File: config.mk
export PLATFORM = sky130hd
export DESIGN_NAME = ctrl_pipe_sequencer
export DESIGN_NICKNAME = d
export VERILOG_FILES = /design/src/rtl/cpu_pkg.sv /design/src/rtl/ctrl_pipe_sequencer_cond_check.sv /design/src/rtl/ctrl_pipe_sequencer.sv
export SDC_FILE = /design/constraint.sdc
export NUM_CORES = 1
export LEC_CHECK = 0
export CAP_MARGIN = 15
export CORE_ASPECT_RATIO = 0.75
export CORE_MARGIN = 1.5
export CORE_UTILIZATION = 45
export DETAILED_ROUTE_END_ITERATION = 12
export DONT_BUFFER_PORTS = 1
export SYNTH_ARGS = -nofsm -noshare
export SYNTH_HDL_FRONTEND = slang
export SYNTH_SLANG_ARGS = --single-unit
File: constraint.sdc
create_clock -name clk -period 3.95 [get_ports clk]
set_clock_uncertainty 0.1 [all_clocks]
set_input_delay 0.5925 -clock clk [delete_from_list [all_inputs] [get_ports clk]]
set_output_delay 0.5925 -clock clk [all_outputs]
set_load 0.01 [all_outputs]
File: src/rtl/cpu_pkg.sv
// Shared CPU constants: ARM condition-code encodings and NZCV flag bit positions.
`timescale 1ns/1ps
package cpu_pkg;

  localparam logic [3:0] COND_EQ = 4'b0000;
  localparam logic [3:0] COND_NE = 4'b0001;
  localparam logic [3:0] COND_CS = 4'b0010;
  localparam logic [3:0] COND_CC = 4'b0011;
  localparam logic [3:0] COND_MI = 4'b0100;
  localparam logic [3:0] COND_PL = 4'b0101;
  localparam logic [3:0] COND_VS = 4'b0110;
  localparam logic [3:0] COND_VC = 4'b0111;
  localparam logic [3:0] COND_HI = 4'b1000;
  localparam logic [3:0] COND_LS = 4'b1001;
  localparam logic [3:0] COND_GE = 4'b1010;
  localparam logic [3:0] COND_LT = 4'b1011;
  localparam logic [3:0] COND_GT = 4'b1100;
  localparam logic [3:0] COND_LE = 4'b1101;
  localparam logic [3:0] COND_AL = 4'b1110;
  localparam logic [3:0] COND_NV = 4'b1111;

  localparam int FLAG_N = 3;
  localparam int FLAG_Z = 2;
  localparam int FLAG_C = 1;
  localparam int FLAG_V = 0;

endpackage

File: src/rtl/ctrl_pipe_sequencer_cond_check.sv
// Combinational ARM condition evaluation of the Execute-stage cond field
// against the architectural NZCV flags.
`timescale 1ns/1ps
module cond_check
  import cpu_pkg::*;
#(
  parameter logic UNDEF_NEVER = 1'b1
) (
  input  logic [3:0] CondE,
  input  logic [3:0] FlagsQ,
  output logic       CondExE
);

  logic n, z, c, v;

  assign n = FlagsQ[FLAG_N];
  assign z = FlagsQ[FLAG_Z];
  assign c = FlagsQ[FLAG_C];
  assign v = FlagsQ[FLAG_V];

  always_comb begin
    CondExE = 1'b0;
    case (CondE)
      COND_EQ: CondExE = z;
      COND_NE: CondExE = !z;
      COND_CS: CondExE = c;
      COND_CC: CondExE = !c;
      COND_MI: CondExE = n;
      COND_PL: CondExE = !n;
      COND_VS: CondExE = v;
      COND_VC: CondExE = !v;
      COND_HI: CondExE = c & !z;
      COND_LS: CondExE = !c | z;
      COND_GE: CondExE = (n == v);
      COND_LT: CondExE = (n != v);
      COND_GT: CondExE = !z & (n == v);
      COND_LE: CondExE = z | (n != v);
      COND_AL: CondExE = 1'b1;
      default: CondExE = !UNDEF_NEVER;
    endcase
  end

endmodule

File: src/rtl/ctrl_pipe_sequencer.sv
// Carries decoded control through the E/M/W registers, owns the NZCV flags
// register and gates architectural side effects with the Execute condition.
`timescale 1ns/1ps
module ctrl_pipe_sequencer
  import cpu_pkg::*;
#(
  parameter logic [3:0] FLAGS_RESET = 4'b0000,
  parameter logic       UNDEF_NEVER = 1'b1
) (
  input  logic       clk,
  input  logic       reset,
  input  logic [3:0] CondD,
  input  logic       PCSrcD,
  input  logic       RegWriteD,
  input  logic       MemtoRegD,
  input  logic       MemWriteD,
  input  logic [1:0] ALUControlD,
  input  logic       BranchD,
  input  logic       ALUSrcD,
  input  logic [1:0] FlagWriteD,
  input  logic       FlushE,
  input  logic [3:0] ALUFlagsE,
  output logic [1:0] ALUControlE,
  output logic       ALUSrcE,
  output logic       MemtoRegE,
  output logic       BranchTakenE,
  output logic       CondExE,
  output logic [3:0] FlagsQ,
  output logic       RegWriteM,
  output logic       MemWriteM,
  output logic       MemtoRegM,
  output logic       PCSrcM,
  output logic       RegWriteW,
  output logic       MemtoRegW,
  output logic       PCSrcW
);

  logic [3:0] cond_p0;
  logic       pc_src_p0, reg_write_p0, mem_to_reg_p0, mem_write_p0;
  logic [1:0] alu_control_p0;
  logic       branch_p0, alu_src_p0;
  logic [1:0] flag_write_p0;

  logic       reg_write_p1, mem_write_p1, mem_to_reg_p1, pc_src_p1;
  logic       reg_write_p2, mem_to_reg_p2, pc_src_p2;
  logic [3:0] flags_q;

  // Execute stage: decoded control, or an all-zero bubble on flush
  always_ff @(posedge clk or negedge reset) begin
    if (!reset) begin
      cond_p0        <= 4'b0000;
      pc_src_p0      <= 1'b0;
      reg_write_p0   <= 1'b0;
      mem_to_reg_p0  <= 1'b0;
      mem_write_p0   <= 1'b0;
      alu_control_p0 <= 2'b00;
      branch_p0      <= 1'b0;
      alu_src_p0     <= 1'b0;
      flag_write_p0  <= 2'b00;
    end else if (FlushE) begin
      cond_p0        <= 4'b0000;
      pc_src_p0      <= 1'b0;
      reg_write_p0   <= 1'b0;
      mem_to_reg_p0  <= 1'b0;
      mem_write_p0   <= 1'b0;
      alu_control_p0 <= 2'b00;
      branch_p0      <= 1'b0;
      alu_src_p0     <= 1'b0;
      flag_write_p0  <= 2'b00;
    end else begin
      cond_p0        <= CondD;
      pc_src_p0      <= PCSrcD;
      reg_write_p0   <= RegWriteD;
      mem_to_reg_p0  <= MemtoRegD;
      mem_write_p0   <= MemWriteD;
      alu_control_p0 <= ALUControlD;
      branch_p0      <= BranchD;
      alu_src_p0     <= ALUSrcD;
      flag_write_p0  <= FlagWriteD;
    end
  end

  cond_check #(
    .UNDEF_NEVER(UNDEF_NEVER)
  ) u_cond_check (
    .CondE  (cond_p0),
    .FlagsQ (flags_q),
    .CondExE(CondExE)
  );

  // Flags commit at the end of Execute; each half is independently enabled
  always_ff @(posedge clk or negedge reset) begin
    if (!reset) begin
      flags_q <= FLAGS_RESET;
    end else begin
      if (flag_write_p0[1] && CondExE) begin
        flags_q[FLAG_N] <= ALUFlagsE[FLAG_N];
        flags_q[FLAG_Z] <= ALUFlagsE[FLAG_Z];
      end
      if (flag_write_p0[0] && CondExE) begin
        flags_q[FLAG_C] <= ALUFlagsE[FLAG_C];
        flags_q[FLAG_V] <= ALUFlagsE[FLAG_V];
      end
    end
  end

  // Memory stage: side effects already gated by the Execute condition
  always_ff @(posedge clk or negedge reset) begin
    if (!reset) begin
      reg_write_p1  <= 1'b0;
      mem_write_p1  <= 1'b0;
      mem_to_reg_p1 <= 1'b0;
      pc_src_p1     <= 1'b0;
    end else begin
      reg_write_p1  <= reg_write_p0 & CondExE;
      mem_write_p1  <= mem_write_p0 & CondExE;
      mem_to_reg_p1 <= mem_to_reg_p0;
      pc_src_p1     <= pc_src_p0 & CondExE;
    end
  end

  // Writeback stage
  always_ff @(posedge clk or negedge reset) begin
    if (!reset) begin
      reg_write_p2  <= 1'b0;
      mem_to_reg_p2 <= 1'b0;
      pc_src_p2     <= 1'b0;
    end else begin
      reg_write_p2  <= reg_write_p1;
      mem_to_reg_p2 <= mem_to_reg_p1;
      pc_src_p2     <= pc_src_p1;
    end
  end

  assign ALUControlE  = alu_control_p0;
  assign ALUSrcE      = alu_src_p0;
  assign MemtoRegE    = mem_to_reg_p0;
  assign BranchTakenE = branch_p0 & CondExE;
  assign FlagsQ       = flags_q;
  assign RegWriteM    = reg_write_p1;
  assign MemWriteM    = mem_write_p1;
  assign MemtoRegM    = mem_to_reg_p1;
  assign PCSrcM       = pc_src_p1;
  assign RegWriteW    = reg_write_p2;
  assign MemtoRegW    = mem_to_reg_p2;
  assign PCSrcW       = pc_src_p2;

endmodule
==> metrics.md, run 1 <==
| Metric | Value |
|---|---|
| Largest net degree at the start of global routing | 26 |
| First-pass DRT Iterations | 4 |
| Maximum achievable frequency | 374 MHz |
| Synth Instances | 81 |
| Post-cts resize count | 0 |
| Setup bufs post-CTS | 0 |
| Synth top cells by count | dfrtp_1 (25), nor2b_1 (18), mux2_1 (4), xor2_1 (4) |
| Final ANT Viol Nets | 0 |
| Crit Path Max Fanout | 11 |
| Crit path time final | 2.67 ns |
| Die W | 58.4 um |
| Hold Path Stages | 1 |
| Fin. Hold Viols | 0 |
| Initial DRC Count | 26 |
| Fin area | 0.00110 mm^2 |
| Max transition margin | 0.769 |
| Util after Layout | 0.527 |
| Seq/Total Area, Yosys | 0.604 |
| Share of cells above drive strength 1 | 0.120 |
| Clock transition at the registers of the reported paths | 0.12 ns |
| Post-Syn Nets | 102 |
| Fin nets | 105 |
| CP Class | register to primary output |
| RSZ-0062 raised after global routing | no |
| Via-per-instance ratio | 5.72 |
| Max Transition Viols Final | 0 |
| Residual DRC | 0 |
| Post-synth ARST share | 1.00 |
| Flops & latches, synth | 25 |
| Cell leakage power | 0.487 nW |
| Synth unique cells | 28 |
| CP arrival | 1.98 ns |
| Worst Path Required | 3.26 ns |
| Clk_lat worst skew | 0.30 ns |
| Avg Cell Area, Syn | 12.8 um^2 |
| Post-DP HPWL | 1220 um |
| Drt total wl | 1650 um |
| Fillers | 193 |
| Clock sinks | 25 |
| First-pass GRT wire length | 2590 um |
| Gr ovfl total | 0 |
| I/O pin cnt | 38 |
| Starting density of the core | 0.497 |
| Setup TNS | 0 ns |
| R2R depth | 5 |
| Post-synth EDFFs | 0 |
| Area post-placement | 0.00104 mm^2 |
| CTS tree | built |
| WL/cell | 15.4 um |
| Die Area | 0.00260 mm^2 |
| Fin crit share | 0.676 |
| Synth top area cells | dfrtp_1 (60%), nor2b_1 (11%), mux2_1 (4.3%), xor2_1 (3.4%), o21ai_2 (1.7%) |
| Hold crit path type | input pin to register |
| Antenna diode count | 0 |
| GPL Wtd Cong | 0.773 |
| Yosys warnings | 0 |
| Vias post-DR | 612 |
| Synth Flop Type | dfrtp_1 |
| CTS Buf Count | 3 |
| Area leader, netlist | dfrtp_1 |
| Outcome | complete, no violations |
| Crit. End Element | primary output |
| Max VDD drop | 0.243 mV |
| Count leader, synth | dfrtp_1 |
| Clock Tree Buf Depth | 2 |
| Pwr dens | 517 mW/mm^2 |
| Die H | 44.6 um |
| Clk root buf | clkbuf_4 |
| Hold_buf cts | 2 |
| H-tree depth reported by CTS | 1 |
| Share of the synthesized area in the top cell type | 0.604 |
| Startpoint Class | register |
| Setup violators final | 0 |
| Core area | 0.00208 mm^2 |
| Worst-Margin Slew | 0.346 ns |
| Row cnt | 14 |
| Synthesized cell area | 0.00104 mm^2 |
| Layout area overhead | 6.04% |
| I/O Buffers | 0 |
| Vias in the first global route | 565 |
| Total GRT Usage | 0.140 |
| Max_cap viols | 0 |
| Initial antenna violation count | 0 |
==> path summary, 6_finish.rpt <==
check	slack (ns)	end	from
worst max-delay path	1.28	BranchTakenE	cond_p0[0]$_DFF_PN0_
worst min-delay path	0.23	MemtoRegE$_DFF_PN0_	FlushE
worst max register to register	1.99	FlagsQ[1]$_DFFE_PN0P_	cond_p0[0]$_DFF_PN0_
worst min register to register	0.35	MemtoRegW$_DFF_PN0_	MemtoRegM$_DFF_PN0_
max in group asynchronous	3.00	pc_src_p0$_DFF_PN0_	reset
min in group asynchronous	0.61	FlagsQ[1]$_DFFE_PN0P_	reset
==> sequential cells by signal, indices dropped and copies added (netlist names), 2 cells and up <==
name / flops
flag_write_p0: 2
FlagsQ: 4
ALUControlE: 2
cond_p0: 4
==> power by group <==
group	total (mW)	internal [mW]	switching [mW]
Sequential	0.352	0.292	0.0604
Clock	0.106	0.0394	0.0662
Combinational	0.110	0.0515	0.0583
==> per-layer routing <==
metal / routed length, um / GRT usage / share of wire
met5: 0 / 0 / 0
met4: 13 / 0.0419 / 0.0079
met3: 171 / 0.0585 / 0.10
met2: 699 / 0.204 / 0.42
met1: 767 / 0.191 / 0.46
==> logic make-up (layout without fill, tap and decap cells) <==
| family | after synthesis | in the layout | synth area share |
|---|---|---|---|
| multiplexers | 4 | 4 | 0.0435 |
| AND/OR/NAND/NOR | 36 | 36 | 0.243 |
| buffers and inverters | 5 | 7 | 0.0266 |
| XOR/XNOR | 4 | 4 | 0.0338 |
| flip-flops | 25 | 25 | 0.604 |
| AO/OA/AOI/OAI | 7 | 7 | 0.0495 |
==> placed cells by master, fill, tap and decap left out, drive strengths merged, types with 2 or more instances in the layout <==
| cell | netlist | routed |
|---|---|---|
| nor2b | 18 | 18 |
| or3 | 2 | 2 |
| a22oi | 2 | 2 |
| nor3 | 2 | 2 |
| nor3b | 2 | 2 |
| nand3b | 2 | 2 |
| nand4 | 2 | 2 |
| mux2 | 4 | 4 |
| xor2 | 4 | 4 |
| clkbuf | 1 | 4 |
| o21ai | 4 | 4 |
| dfrtp | 25 | 25 |
==> per-stage QoR <==
stage	hold WS (ns)	setup WS (ns)	instances	total power, mW
2_1_floorplan	0.197	1.78	81	0.437
3_3_place_gp	0.197	1.66	101	0.457
3_5_place_dp	0.197	1.62	101	0.462
4_1_cts	0.220	1.26	107	0.577
5_1_grt	0.196	1.14	107	0.611
6_report	0.232	1.28	107	0.568
==> layout make-up <==
cell class / instances / area, um^2 / share of cell area
Clock buffer: 4 / 26.3 / 0.0239
Inverter: 1 / 3.75 / 0.00342
Multi-Input combinational cell: 51 / 383 / 0.349
Sequential cell: 25 / 626 / 0.569
Tap cell: 24 / 30.0 / 0.0273
Timing Repair Buffer: 2 / 30.0 / 0.0273
==> critical path, stage by stage, from the launching register on <==
cell      delay (ns)
dfrtp_1         0.52
or4b_1          0.56
nor3_2          0.10
nand3b_2        0.17
nor2_1          0.11
nor2b_1         0.22
(Power assumes the default switching activity.)
==> inputs of run 2 (changes only) <==
==> constraint.sdc (replaced) <==
create_clock -name clk -period 2.2 [get_ports clk]
set_clock_uncertainty 0.1 [all_clocks]
set_input_delay 0.33 -clock clk [delete_from_list [all_inputs] [get_ports clk]]
set_output_delay 0.33 -clock clk [all_outputs]
set_load 0.01 [all_outputs]
==> metrics.md, run 2 (synthesis results as in run 1) <==
| Metric | Value |
|---|---|
| Global route hottest layer | met2 (unchanged) |
| Antenna diode count | 0 (unchanged) |
| Hold crit path type | input pin to register (unchanged) |
| Vias post-DR | 653 (was 612) |
| Crit. End Element | primary output (unchanged) |
| Residual DRC | 0 (unchanged) |
| Grt met3 use | 0.0585 (unchanged) |
| Grt met1 use | 0.209 (was 0.191) |
| I/O Buffers | 0 (unchanged) |
| Post-DP HPWL | 1220 um (unchanged) |
| Gr ovfl total | 0 (unchanged) |
| Most frequent cells in the layout | dfrtp_1 (19), nor2b_1 (17), buf_4 (7) (was dfrtp_1 (25), nor2b_1 (18), xor2_1 (4), mux2_1 (4), clkbuf_4 (3)) |
| Fin. Hold Viols | 0 (unchanged) |
| Share of cells above drive strength 1 | 0.337 (was 0.120) |
| Startpoint Class | register (unchanged) |
| Sw frac | 0.342 (was 0.326) |
| Clock sinks | 25 (unchanged) |
| CTS tree | built (unchanged) |
| Fin crit share | 0.992 |
| Outcome | complete, no violations (unchanged) |
| Comb pwr share | 0.268 (was 0.193) |
| Max VDD drop | 0.446 mV (was 0.243 mV) |
| CP cell instances | or4b_1, nor3_2, nand3b_4, nor2_4, nor2b_4 (was or4b_1, nor3_2, nand3b_2, nor2_1, nor2b_1) |
| M2 GR Usage | 0.234 (was 0.204) |
| Worst Path Required | 1.77 ns (was 3.26 ns) |
| H-tree depth reported by CTS | 1 (unchanged) |
| Worst-Margin Slew | 0.473 ns (was 0.346 ns) |
| Layout area overhead | 20.2% (was 6.04%) |
| Max Transition Viols Final | 0 (unchanged) |
| Power share of the clock group | 0.165 (was 0.186) |
| Crit Path Max Fanout | 6 (was 11) |
| Starting density of the core | 0.497 (unchanged) |
| Die W | 58.4 um (unchanged) |
| CP Class | register to primary output (unchanged) |
| Maximum achievable frequency | 458 MHz |
| Clk_lat worst skew | 0.30 ns (about the same) |
| Fin nets | 114 (was 105) |
| RSZ-0062 raised after global routing | yes (was no) |
| Max incr delay on CP | 0.50 ns (was 0.56 ns) |
| Final ANT Viol Nets | 0 (unchanged) |
| Total GRT Usage | 0.154 (was 0.140) |
| Max transition margin | 0.684 (was 0.769) |
| Die H | 44.6 um (unchanged) |
| Sequential share of power | 0.567 (was 0.621) |
| Clock Tree Buf Depth | 2 (unchanged) |
| Largest net degree at the start of global routing | 26 (unchanged) |
| Initial DRC Count | 17 (was 26) |
| Util after Layout | 0.597 (was 0.527) |
| Clock transition at the registers of the reported paths | 0.12 ns (about the same) |
| NetSw | 396 uW (was 185 uW) |
| Cell leakage power | 0.535 nW (was 0.487 nW) |
| WL/cell | 16.0 um (was 15.4 um) |
| Setup violators final | 0 (unchanged) |
| Commonest non-fill, non-tap cell in the layout | dfrtp_1 (unchanged) |
| CTS Buf Count | 3 (unchanged) |
| Via-per-instance ratio | 5.63 (was 5.72) |
| Max_cap viols | 0 (unchanged) |
| First-pass DRT Iterations | 4 (unchanged) |
| Core area | 0.00208 mm^2 (unchanged) |
| First-pass GRT wire length | 2840 um (was 2590 um) |
| Worst path slowest cell | or4b_1 (unchanged) |
| Cell Int Power | 762 uW (was 383 uW) |
| CP arrival | 1.75 ns (was 1.98 ns) |
| Row cnt | 14 (unchanged) |
| Clk root buf | clkbuf_4 (unchanged) |
| Vias in the first global route | 609 (was 565) |
| Drt total wl | 1860 um (was 1650 um) |
| I/O pin cnt | 38 (unchanged) |
| Initial antenna violation count | 0 (unchanged) |
| Crit path time final | 2.18 ns |
| Die Area | 0.00260 mm^2 (unchanged) |
| GPL Wtd Cong | 0.773 (unchanged) |
| Pwr dens | 930 mW/mm^2 (was 517 mW/mm^2) |
| Setup TNS | 0 ns (unchanged) |
==> run 2: per-layer routing <==
metal	routed length, um	up-vias	share of wire
met5	0	-	0
met4	13	0	0.0070
met3	176	2	0.095
met2	803	42	0.43
met1	862	311	0.46
li1	-	298	-
==> run 2: worst max-delay path: cells and delay by family (launching register included) <==
family           cells  cell delay, ns
AND/OR/NAND/NOR      5            0.95
flip-flops           1            0.49
==> run 2: layout make-up <==
class / instances / area, um^2
clock buffer: 4 / 26.3
fill: 188 / 840
inverter: 1 / 3.75
multi-input combinational: 51 / 455
sequential: 25 / 633
tap: 24 / 30.0
timing repair buffer: 11 / 96.3
==> run 2: worst paths after layout <==
path | start | endpoint | slack (ns) | cells past startpoint
worst max-delay path | FlagsQ[2]$_DFFE_PN0P_ | BranchTakenE | 0.02 | 5
worst min-delay path | ALUFlagsE[3] | FlagsQ[3]$_DFFE_PN0P_ | 0.05 | 1
worst max register to register | cond_p0[0]$_DFF_PN0_ | FlagsQ[1]$_DFFE_PN0P_ | 0.13 | 7
worst min register to register | MemtoRegE$_DFF_PN0_ | MemtoRegM$_DFF_PN0_ | 0.35 | 0
max in group asynchronous | reset | cond_p0[0]$_DFF_PN0_ | 1.49 | 2
min in group asynchronous | reset | FlagsQ[3]$_DFFE_PN0P_ | 0.35 | 2
==> run 2: power groups by stage <==
stage               Sequential (mW)  Clock [mW]  Combinational (mW)
finish                        0.657       0.191               0.310
global route                  0.675       0.224               0.338
CTS                           0.647       0.200               0.280
detailed placement            0.644           0               0.185
global placement              0.641           0               0.179
floorplan                     0.614           0               0.170
==> run 2: per-stage QoR <==
| step | area, um^2 | std cells | power (mW) | hold slack [ns] | setup WS, ns |
|---|---|---|---|---|---|
| after CTS | 1230 | 115 | 1.13 | 0.0373 | 0.0129 |
| after floorplan | 1040 | 81 | 0.784 | -0.0656 | 0.292 |
| after global placement | 1040 | 101 | 0.821 | -0.0651 | 0.173 |
| after global routing | 1240 | 116 | 1.24 | 0.0182 | -0.0520 |
| after detailed placement | 1040 | 101 | 0.829 | -0.0651 | 0.136 |
| final | 1240 | 116 | 1.16 | 0.0461 | 0.0170 |
==> run 2: what timing repair did <==
item | CTS | global route
pin swaps | 3 | 1
endpoints found under the setup margin | 2 | 2
cloned | 0 | 0
gates resized for setup | 19 | 1
buffers inserted | 7 | 1
hold buffers | 3 | 0
hold endpoints to repair | 39 | 0
==> inputs of run 3 (changes only) <==
--- a/config.mk
+++ b/config.mk
@@ -11,6 +11,7 @@
 export CORE_UTILIZATION = 45
 export DETAILED_ROUTE_END_ITERATION = 12
 export DONT_BUFFER_PORTS = 1
+export GPL_ROUTABILITY_DRIVEN = 0
 export SYNTH_ARGS = -nofsm -noshare
 export SYNTH_HDL_FRONTEND = slang
 export SYNTH_SLANG_ARGS = --single-unit
==> constraint.sdc (replaced) <==
create_clock -name clk -period 1.98 [get_ports clk]
set_clock_uncertainty 0.1 [all_clocks]
set_input_delay 0.396 -clock clk [delete_from_list [all_inputs] [get_ports clk]]
set_output_delay 0.396 -clock clk [all_outputs]
set_load 0.01 [all_outputs]
==> metrics.md, run 3 (synthesis results as in run 1) <==
| Metric | Value |
|---|---|
| Cell leakage power | 0.582 nW (was 0.535 nW) |
| Placed cells | 110 (was 101) |
| Clock transition at the registers of the reported paths | 0.12 ns (about the same) |
| Post-Layout Cell Count | 121 (was 116) |
| Starting density of the core | 0.497 (unchanged) |
| Via-per-instance ratio | 5.32 (was 5.63) |
| CP arrival | 1.72 ns (was 1.75 ns) |
| Antenna diode count | 0 (unchanged) |
| Commonest non-fill, non-tap cell in the layout | dfrtp_1 (unchanged) |
| Hold crit path type | input pin to register (unchanged) |
| Setup ws final | -0.240 ns (was 0.0170 ns) |
| Initial antenna violation count | 0 (unchanged) |
| Largest net degree at the start of global routing | 26 (unchanged) |
| Die H | 44.6 um (unchanged) |
| Failing checks | negative setup slack |
| Crit. End Element | primary output (unchanged) |
| CTS tree | built (unchanged) |
| Die Area | 0.00260 mm^2 (unchanged) |
| Setup violators final | 6 (was 0) |
| Total power draw | 1.35 mW (was 1.16 mW) |
| Row cnt | 14 (unchanged) |
| Max Transition Viols Final | 0 (unchanged) |
| Crit path time final | 2.22 ns |
| Pwr dens | 1060 mW/mm^2 (was 930 mW/mm^2) |
| Hold Worst Slack | 0.0336 ns (was 0.0461 ns) |
| H-tree depth reported by CTS | 1 (unchanged) |
| Post-DP HPWL | 1330 um (was 1220 um) |
| Startpoint Class | register (unchanged) |
| I/O pin cnt | 38 (unchanged) |
| Worst Path Required | 1.48 ns (was 1.77 ns) |
| Clk root buf | clkbuf_4 (unchanged) |
| Clock sinks | 25 (unchanged) |
| Layout area overhead | 22.8% (was 20.2%) |
| Vias in the first global route | 629 (was 609) |
| Core area | 0.00208 mm^2 (unchanged) |
| WL/cell | 15.0 um (was 16.0 um) |
| Vias post-DR | 644 (was 653) |
| First-pass DRT Iterations | 4 (unchanged) |
| Max transition margin | 0.780 (was 0.684) |
| Initial DRC Count | 26 (was 17) |
| Residual DRC | 0 (unchanged) |
| Worst-Margin Slew | 0.329 ns (was 0.473 ns) |
| Maximum achievable frequency | 450 MHz |
| Fin. Hold Viols | 0 (unchanged) |
| Max_cap viols | 0 (unchanged) |
| RSZ-0062 raised after global routing | yes (unchanged) |
| I/O Buffers | 0 (unchanged) |
| Min-delay src | FlushE (was ALUFlagsE[3]) |
| CP Class | register to primary output (unchanged) |
| Fin crit share | 1.12 |
| CTS Buf Count | 3 (unchanged) |
| First-pass GRT wire length | 2900 um (was 2840 um) |
| Setup TNS | -1.06 ns (was 0 ns) |
| Share of cells above drive strength 1 | 0.340 (was 0.337) |
| Clk_lat worst skew | 0.30 ns (about the same) |
| R2r setup slk | -0.18 ns (was 0.13 ns) |
| Outcome | finished, violations left (was complete, no violations) |
| R2R Path Start | cond_p0[0]$_DFF_PN0_ (unchanged) |
| Crit Path Max Fanout | 3 (was 6) |
| Worst Setup SP | FlagsQ[2]$_DFFE_PN0P_ (unchanged) |
| Gr ovfl total | 0 (unchanged) |
| Final ANT Viol Nets | 0 (unchanged) |
| Drt total wl | 1820 um (was 1860 um) |
| Clock Tree Buf Depth | 2 (unchanged) |
| Die W | 58.4 um (unchanged) |
| Max VDD drop | 0.585 mV (was 0.446 mV) |
| Most frequent cells in the layout | dfrtp_1 (24), nor2b_1 (17), buf_4 (12) (was dfrtp_1 (19), nor2b_1 (17), buf_4 (7)) |
| Total GRT Usage | 0.155 (was 0.154) |
| Fin nets | 119 (was 114) |
[run 3: critical path, cell delays in order (launching register included)]
cell	delay (ns)
dfrtp_2	0.45
or4b_4	0.52
nor3_2	0.11
nand3b_4	0.16
nor2_4	0.06
nor2b_4	0.12
[run 3: report_power, final]
part	leakage (nW)	internal (mW)	switching (mW)
logic	0.248	0.253	0.215
clock network	0.0150	0.0785	0.134
registers	0.320	0.585	0.0818
total	0.582	0.917	0.431
[run 3: per-stage QoR]
step | cell area (um^2) | worst slack [ns] | utilization
after floorplan | 1040 | 0.00610 | -
after global placement | 1110 | 0.0129 | 0.532
after detailed placement | 1110 | -0.0140 | 0.532
after CTS | 1230 | -0.245 | 0.591
after global routing | 1270 | -0.314 | 0.610
final | 1270 | -0.240 | 0.610
[run 3: worst paths after layout]
| kind | endpoint | cells past startpoint |
|---|---|---|
| hold reg to reg | PCSrcW$_DFF_PN0_ | 0 |
| min in group asynchronous | FlagsQ[3]$_DFFE_PN0P_ | 2 |
| setup reg to reg | FlagsQ[1]$_DFFE_PN0P_ | 8 |
| max in group asynchronous | FlagsQ[2]$_DFFE_PN0P_ | 2 |
| setup / recovery | BranchTakenE | 5 |
| hold / removal | ALUSrcE$_DFF_PN0_ | 1 |
[run 3: final cells by class]
class,count,area (um^2)
inverter,1,3.75
clock buffer,4,26.3
fill,190,812
multi-input combinational,51,443
timing repair buffer,16,143
sequential,25,627
tap,24,30.0
[run 3: per-layer routing]
metal  part of all wire  track usage
met2               0.46        0.222
met1               0.46        0.222
met3              0.075       0.0585
met5                  0            0
met4                  0       0.0419
[run 3: timing repair]
item / in CTS / in global routing
setup buffers: 3 / 2
hold buffers: 2 / 0
setup endpoints to repair: 3 / 6
endpoints found under the hold margin: 25 / 0
pin swaps: 2 / 6
resized for setup: 9 / 8
